File: src/rtl/mem_arbiter_fsm.sv
// mem_arbiter_fsm: sequenced arbiter sharing one single-ported RAM between
// the instruction-fetch requester and the data (load/store) requester.
// Data has priority. A saturating starvation counter forces an instruction
// grant after STARVE_MAX consecutive data grants while i_req is waiting.
// Completion is a registered one-cycle ready pulse to the owning requester.
//
// Optional feature: define MEMARB_TIMEOUT_EN to abort transfers that see
// ram_busy for TIMEOUT_CYC cycles. An aborted transfer returns rdata=0 and
// sets the sticky timeout_err flag.
//
// state | meaning
// ------+-----------------------------------------------------------
// IDLE  | no transfer; arbitrate pending requests
// GNT_I | instruction read on the RAM port, waiting out ram_busy
// GNT_D | data read/write on the RAM port, waiting out ram_busy
// RESP  | ready pulse + rdata to the owner, RAM enables low
module mem_arbiter_fsm #(
  parameter int STARVE_MAX  = 4,
  parameter int TIMEOUT_CYC = 255
) (
  input  logic        CLK,
  input  logic        nRST,
  input  logic        i_req,
  input  logic [31:0] i_addr,
  output logic        i_ready,
  output logic [31:0] i_rdata,
  input  logic        d_ren,
  input  logic        d_wen,
  input  logic [31:0] d_addr,
  input  logic [31:0] d_wdata,
  output logic        d_ready,
  output logic [31:0] d_rdata,
  output logic        ram_ren,
  output logic        ram_wen,
  output logic [31:0] ram_addr,
  output logic [31:0] ram_wdata,
  input  logic [31:0] ram_rdata,
  input  logic        ram_busy,
  output logic        timeout_err
);

  typedef enum logic [1:0] {IDLE, GNT_I, GNT_D, RESP} state_t;

  localparam logic [3:0] STARVE_LIM = 4'(STARVE_MAX);
  localparam logic [7:0] TO_LIM     = 8'(TIMEOUT_CYC - 1);

  state_t      state;
  state_t      next_state;

  // Transfer registers latched at grant; owner 1 = data requester.
  logic        lat_owner;
  logic        lat_wr;
  logic [31:0] lat_addr;
  logic [31:0] lat_wdata;
  logic [31:0] resp_data;
  logic [2:0]  starve_cnt;

  logic        d_pend;
  logic        starve_ok;
  logic        grant_i;
  logic        grant_d;
  logic        capture;
  logic        in_gnt;
  logic        to_hit;

  assign d_pend    = d_ren | d_wen;
  assign starve_ok = ({1'b0, starve_cnt} < STARVE_LIM);
  assign in_gnt    = (state == GNT_I) || (state == GNT_D);

  // State register; async reset also drops the RAM enables immediately.
  always_ff @(posedge CLK or negedge nRST) begin
    if (!nRST) state <= IDLE;
    else       state <= next_state;
  end

  // Next-state logic, grant/capture strobes and all outputs.
  always_comb begin
    next_state = state;
    grant_i    = 1'b0;
    grant_d    = 1'b0;
    capture    = 1'b0;
    ram_ren    = 1'b0;
    ram_wen    = 1'b0;
    ram_addr   = 32'h0;
    ram_wdata  = 32'h0;
    i_ready    = 1'b0;
    i_rdata    = 32'h0;
    d_ready    = 1'b0;
    d_rdata    = 32'h0;

    case (state)
      IDLE: begin
        if (d_pend && starve_ok) begin
          grant_d    = 1'b1;
          next_state = GNT_D;
        end else if (i_req) begin
          grant_i    = 1'b1;
          next_state = GNT_I;
        end else if (d_pend) begin
          grant_d    = 1'b1;
          next_state = GNT_D;
        end
      end
      GNT_I, GNT_D: begin
        ram_ren   = ~lat_wr;
        ram_wen   = lat_wr;
        ram_addr  = lat_addr;
        ram_wdata = lat_wdata;
        if (!ram_busy) begin
          capture    = 1'b1;
          next_state = RESP;
        end else if (to_hit) begin
          next_state = RESP;
        end
      end
      RESP: begin
        if (lat_owner) begin
          d_ready = 1'b1;
          d_rdata = resp_data;
        end else begin
          i_ready = 1'b1;
          i_rdata = resp_data;
        end
        next_state = IDLE;
      end
      default: next_state = IDLE;
    endcase
  end

  // Latch the winning request; a simultaneous read+write is a write.
  always_ff @(posedge CLK or negedge nRST) begin
    if (!nRST) begin
      lat_owner <= 1'b0;
      lat_wr    <= 1'b0;
      lat_addr  <= 32'h0;
      lat_wdata <= 32'h0;
    end else if (grant_d) begin
      lat_owner <= 1'b1;
      lat_wr    <= d_wen;
      lat_addr  <= d_addr;
      lat_wdata <= d_wdata;
    end else if (grant_i) begin
      lat_owner <= 1'b0;
      lat_wr    <= 1'b0;
      lat_addr  <= i_addr;
      lat_wdata <= 32'h0;
    end
  end

  // Response data: read data on completion, zero for writes and aborts.
  always_ff @(posedge CLK or negedge nRST) begin
    if (!nRST)        resp_data <= 32'h0;
    else if (capture) resp_data <= lat_wr ? 32'h0 : ram_rdata;
    else if (to_hit)  resp_data <= 32'h0;
  end

  // Starvation counter: counts data grants that bypassed a waiting i_req.
  always_ff @(posedge CLK or negedge nRST) begin
    if (!nRST)
      starve_cnt <= 3'd0;
    else if (grant_i)
      starve_cnt <= 3'd0;
    else if (grant_d && i_req && (starve_cnt != 3'd7))
      starve_cnt <= starve_cnt + 3'd1;
  end

`ifdef MEMARB_TIMEOUT_EN
  logic [7:0] busy_cnt;
  logic       err_q;

  assign to_hit      = in_gnt & ram_busy & (busy_cnt == TO_LIM);
  assign timeout_err = err_q;

  // Busy-cycle counter per transfer and sticky timeout flag.
  always_ff @(posedge CLK or negedge nRST) begin
    if (!nRST) begin
      busy_cnt <= 8'd0;
      err_q    <= 1'b0;
    end else begin
      if (grant_i || grant_d)
        busy_cnt <= 8'd0;
      else if (in_gnt && ram_busy && !to_hit)
        busy_cnt <= busy_cnt + 8'd1;
      if (to_hit)
        err_q <= 1'b1;
    end
  end
`else
  // Without the timeout the limit has no consumer.
  logic unused_timeout_cfg;

  assign unused_timeout_cfg = ^TO_LIM;
  assign to_hit             = 1'b0;
  assign timeout_err        = 1'b0;
`endif

endmodule

File: config.mk
export PLATFORM = sky130hd
export DESIGN_NAME = mem_arbiter_fsm
export DESIGN_NICKNAME = d
export VERILOG_FILES = /design/src/rtl/mem_arbiter_fsm.sv
export SDC_FILE = /design/constraint.sdc
export NUM_CORES = 1
export LEC_CHECK = 0
export CAP_MARGIN = 10
export CORE_UTILIZATION = 41
export DETAILED_ROUTE_END_ITERATION = 6
export PLACE_DENSITY = 0.82
export SETUP_SLACK_MARGIN = 0.4
export SLEW_MARGIN = 20
export SYNTH_ARGS = -nofsm -noshare
export SYNTH_HDL_FRONTEND = slang
export SYNTH_SLANG_ARGS = --single-unit
File: constraint.sdc
create_clock -name CLK -period 1.8 [get_ports CLK]
set_input_delay 0.18 -clock CLK [delete_from_list [all_inputs] [get_ports CLK]]
set_output_delay 0.18 -clock CLK [all_outputs]
set_load 0.02 [all_outputs]
==> flow_summary.yaml <==
status:
  outcome: "finished with violations"
  violations: "negative setup slack"
placed_design:
  io_buffers: 265
  dp_hpwl_mm: 11.2
  pre_cts_ws_ns: -0.108
  place_area_um2: 8310
  gp_congestion: 0.781
timing:
  fmax_mhz: 552
  setup_viol: 8
  hold_violations: 0
  tightest_slew_ns: 0.543
  worst_slack_ns: -0.0117
  maxSlewViolCount: 0
  fin_crit_ns: 1.81
  maxSlewHeadroom_pct: 63.8
  clock_skew_ns: 0.00837
  rsz0062_at_grt: "yes"
  finalCritPeriodShare_pct: 101
logic_synthesis:
  synth_area_um2: 5300
  synth_area_leaders: "dfrtp_1 49%, and2_1 12%, mux2i_1 6.2%"
  synth_top_area_share_pct: 48.6
  syn_area_per_cell_um2: 9.73
  yosysUniqueCellTypes: 33
  ys_seq_elements: 103
  synth_nets: 683
  synth_warnings: 0
  ys_seq_area_share_pct: 48.6
  yosys.area.top_type: "dfrtp_1"
  synthCells: 545
grt:
  grt_pass1_wl_mm: 24.1
  grt_overflow: 0
  grt_usage_pct: 23.3
  antenna_found_initial: 0
  grt_pass1_vias: 4876
  grt_max_degree: 104
cts:
  numCtsBuffers: 9
  root_buffer: "clkbuf_16"
  clkSinkCount: 103
  cts_max_path_buffers: 2
  clk_pin_slew_ns: 0.07
  h-tree-depth: 3
  cts_tree: "done"
  clk_latency_ns: 0.34
floorplan:
  io_pins: 267
  die_h_um: 116
  core-area_um2: 12600
  rows: 41
  start_util_pct: 42.0
  dieArea_um2: 13400
  die_w_um: 116
job:
  drv_cap: 0
layout:
  syn_to_final_growth_pct: 72.7
  stdcell_area_um2: 9160
  final_nets: 956
  n_antenna_cell: 0
  layout-drive-gt1-share_pct: 34.8
detailed_routing:
  ant_nets: 0
  wirelength_mm: 16.1
  wl_per_cell_um: 16.2
  vias: 4916
  drtIter0Drc: 271
  drt_drc_violations_left: 0
  viasPerCell: 4.94
  firstDrtPassIters: 4
setup_path:
  path_max_fanout: 12
  crit_required_ns: 1.62
  critPathCaptureType: "primary output"
  critPathArrivalTime_ns: 1.63
  crit_type: "register to primary output"
  start_kind: "register"
power:
  p_leak_nw: 4.36
  p_per_area_nw_per_um2: 1760
  p_total_mw: 16.2
  irDropWorstVdd_uv: 1230
min_path:
  hold_path_class: "input port to register"
-- path summary, 6_finish.rpt --
kind                                    start             to  slack, ns  depth (start not counted)
worst min register to register    lat_addr[1]    lat_addr[1]       0.48                          2
min in group asynchronous                nRST   resp_data[1]       0.46                          3
worst max register to register       state[1]  resp_data[10]       0.14                          7
worst min-delay path            ram_rdata[29]  resp_data[29]       0.39                          3
worst max-delay path                 state[1]  ram_wdata[27]      -0.01                          6
max in group asynchronous                nRST   lat_addr[22]       0.94                          3
-- power breakdown --
part           switching [mW]  total, mW  leakage, nW  internal [mW]
logic                    4.85       9.94         2.90           5.09
registers               0.749       4.17         1.30           3.42
clock network           0.838       2.06        0.154           1.22
total                    6.44       16.2         4.36           9.73
-- sequential cells by signal, indices dropped and copies added, names as in the netlist --
| register | flops |
|---|---|
| lat_owner | 1 |
| resp_data | 32 |
| lat_wr | 1 |
| state | 2 |
| starve_cnt | 3 |
| lat_wdata | 32 |
| lat_addr | 32 |
-- timing repair --
action | CTS | global route
endpoints found under the setup margin | 234 | 234
buffers inserted | 5 | 6
cloned | 2 | 4
hold buffers | 1 | 0
resized for setup | 678 | 91
endpoints found under the hold margin | 103 | 0
pin swaps | 7 | 11
-- cell usage in the layout (no fill, tap or decap), types with 31 or more instances in the layout --
master,Yosys,routed
and2_1,99,40
dfrtp_1,103,103
and2_4,0,48
buf_6,9,74
nand2b_1,34,33
nand2_1,65,61
buf_4,5,41
and3_1,32,32
clkdlybuf4s50_1,0,132
clkdlybuf4s15_2,0,31
a22o_1,32,32
o21ai_1,12,48
-- critical path, cell delays in order, from the launching register on --
cell and delay (ns):
dfrtp_1 0.40, inv_2 0.06, ha_4 0.34, buf_12 0.14, buf_12 0.10, and2_4 0.13, buf_6 0.11
-- kinds of logic after synthesis --
group / Yosys count / synth area share, %
AOI/OAI and AO/OA: 109 / 13.4
xor gates and xnor gates: 1 / 0.165
adders and majority gates: 4 / 0.944
buffers and inverters: 50 / 5.26
DFF: 103 / 48.6
muxes: 33 / 6.23
other: 1 / 0.0707
and+or+nand+nor: 244 / 25.4
-- synthesized netlist by cell type (all sizes together) --
| master | number |
|---|---|
| a2111oi | 1 |
| a211o | 1 |
| a21boi | 1 |
| a21oi | 2 |
| a22o | 32 |
| a31oi | 2 |
| and2 | 99 |
| and3 | 32 |
| buf | 17 |
| clkbuf | 29 |
| conb | 1 |
| dfrtp | 103 |
| ha | 4 |
| inv | 4 |
| mux2i | 33 |
| nand2 | 66 |
| nand2b | 34 |
| nand3 | 2 |
| nor2 | 6 |
| nor2b | 3 |
| nor3 | 1 |
| o211a | 1 |
| o21ai | 66 |
| o22a | 2 |
| o311ai | 1 |
| or2 | 1 |
| xor2 | 1 |
-- area by class of cell --
class | count | area [µm²]
fill | 878 | 3460
inverter | 4 | 18.8
sequential | 103 | 2580
clock inverter | 5 | 82.6
timing repair buffer | 308 | 3260
tap | 172 | 215
multi-input combinational | 392 | 2780
clock buffer | 11 | 233
-- metal layers --
metal,GRT usage [%],wire length [µm],vias up
met2,41.9,8350,205
met1,27.3,6340,2310
met3,4.97,1160,23
li1,-,-,2378
met4,8.63,300,0
met5,0,0,-
-- metrics by stage --
stage | hold WS (ns) | cells | util, % | TNS (ns)
after floorplan | -0.116 | 545 | - | 0
after global placement | 0.283 | 961 | 65.8 | -3.80
after detailed placement | 0.293 | 961 | 65.8 | -8.77
after CTS | 0.386 | 985 | 69.4 | -0.125
after global routing | 0.407 | 995 | 72.6 | -5.34
final | 0.395 | 995 | 72.6 | -0.0697
(Power assumes the default switching activity.)
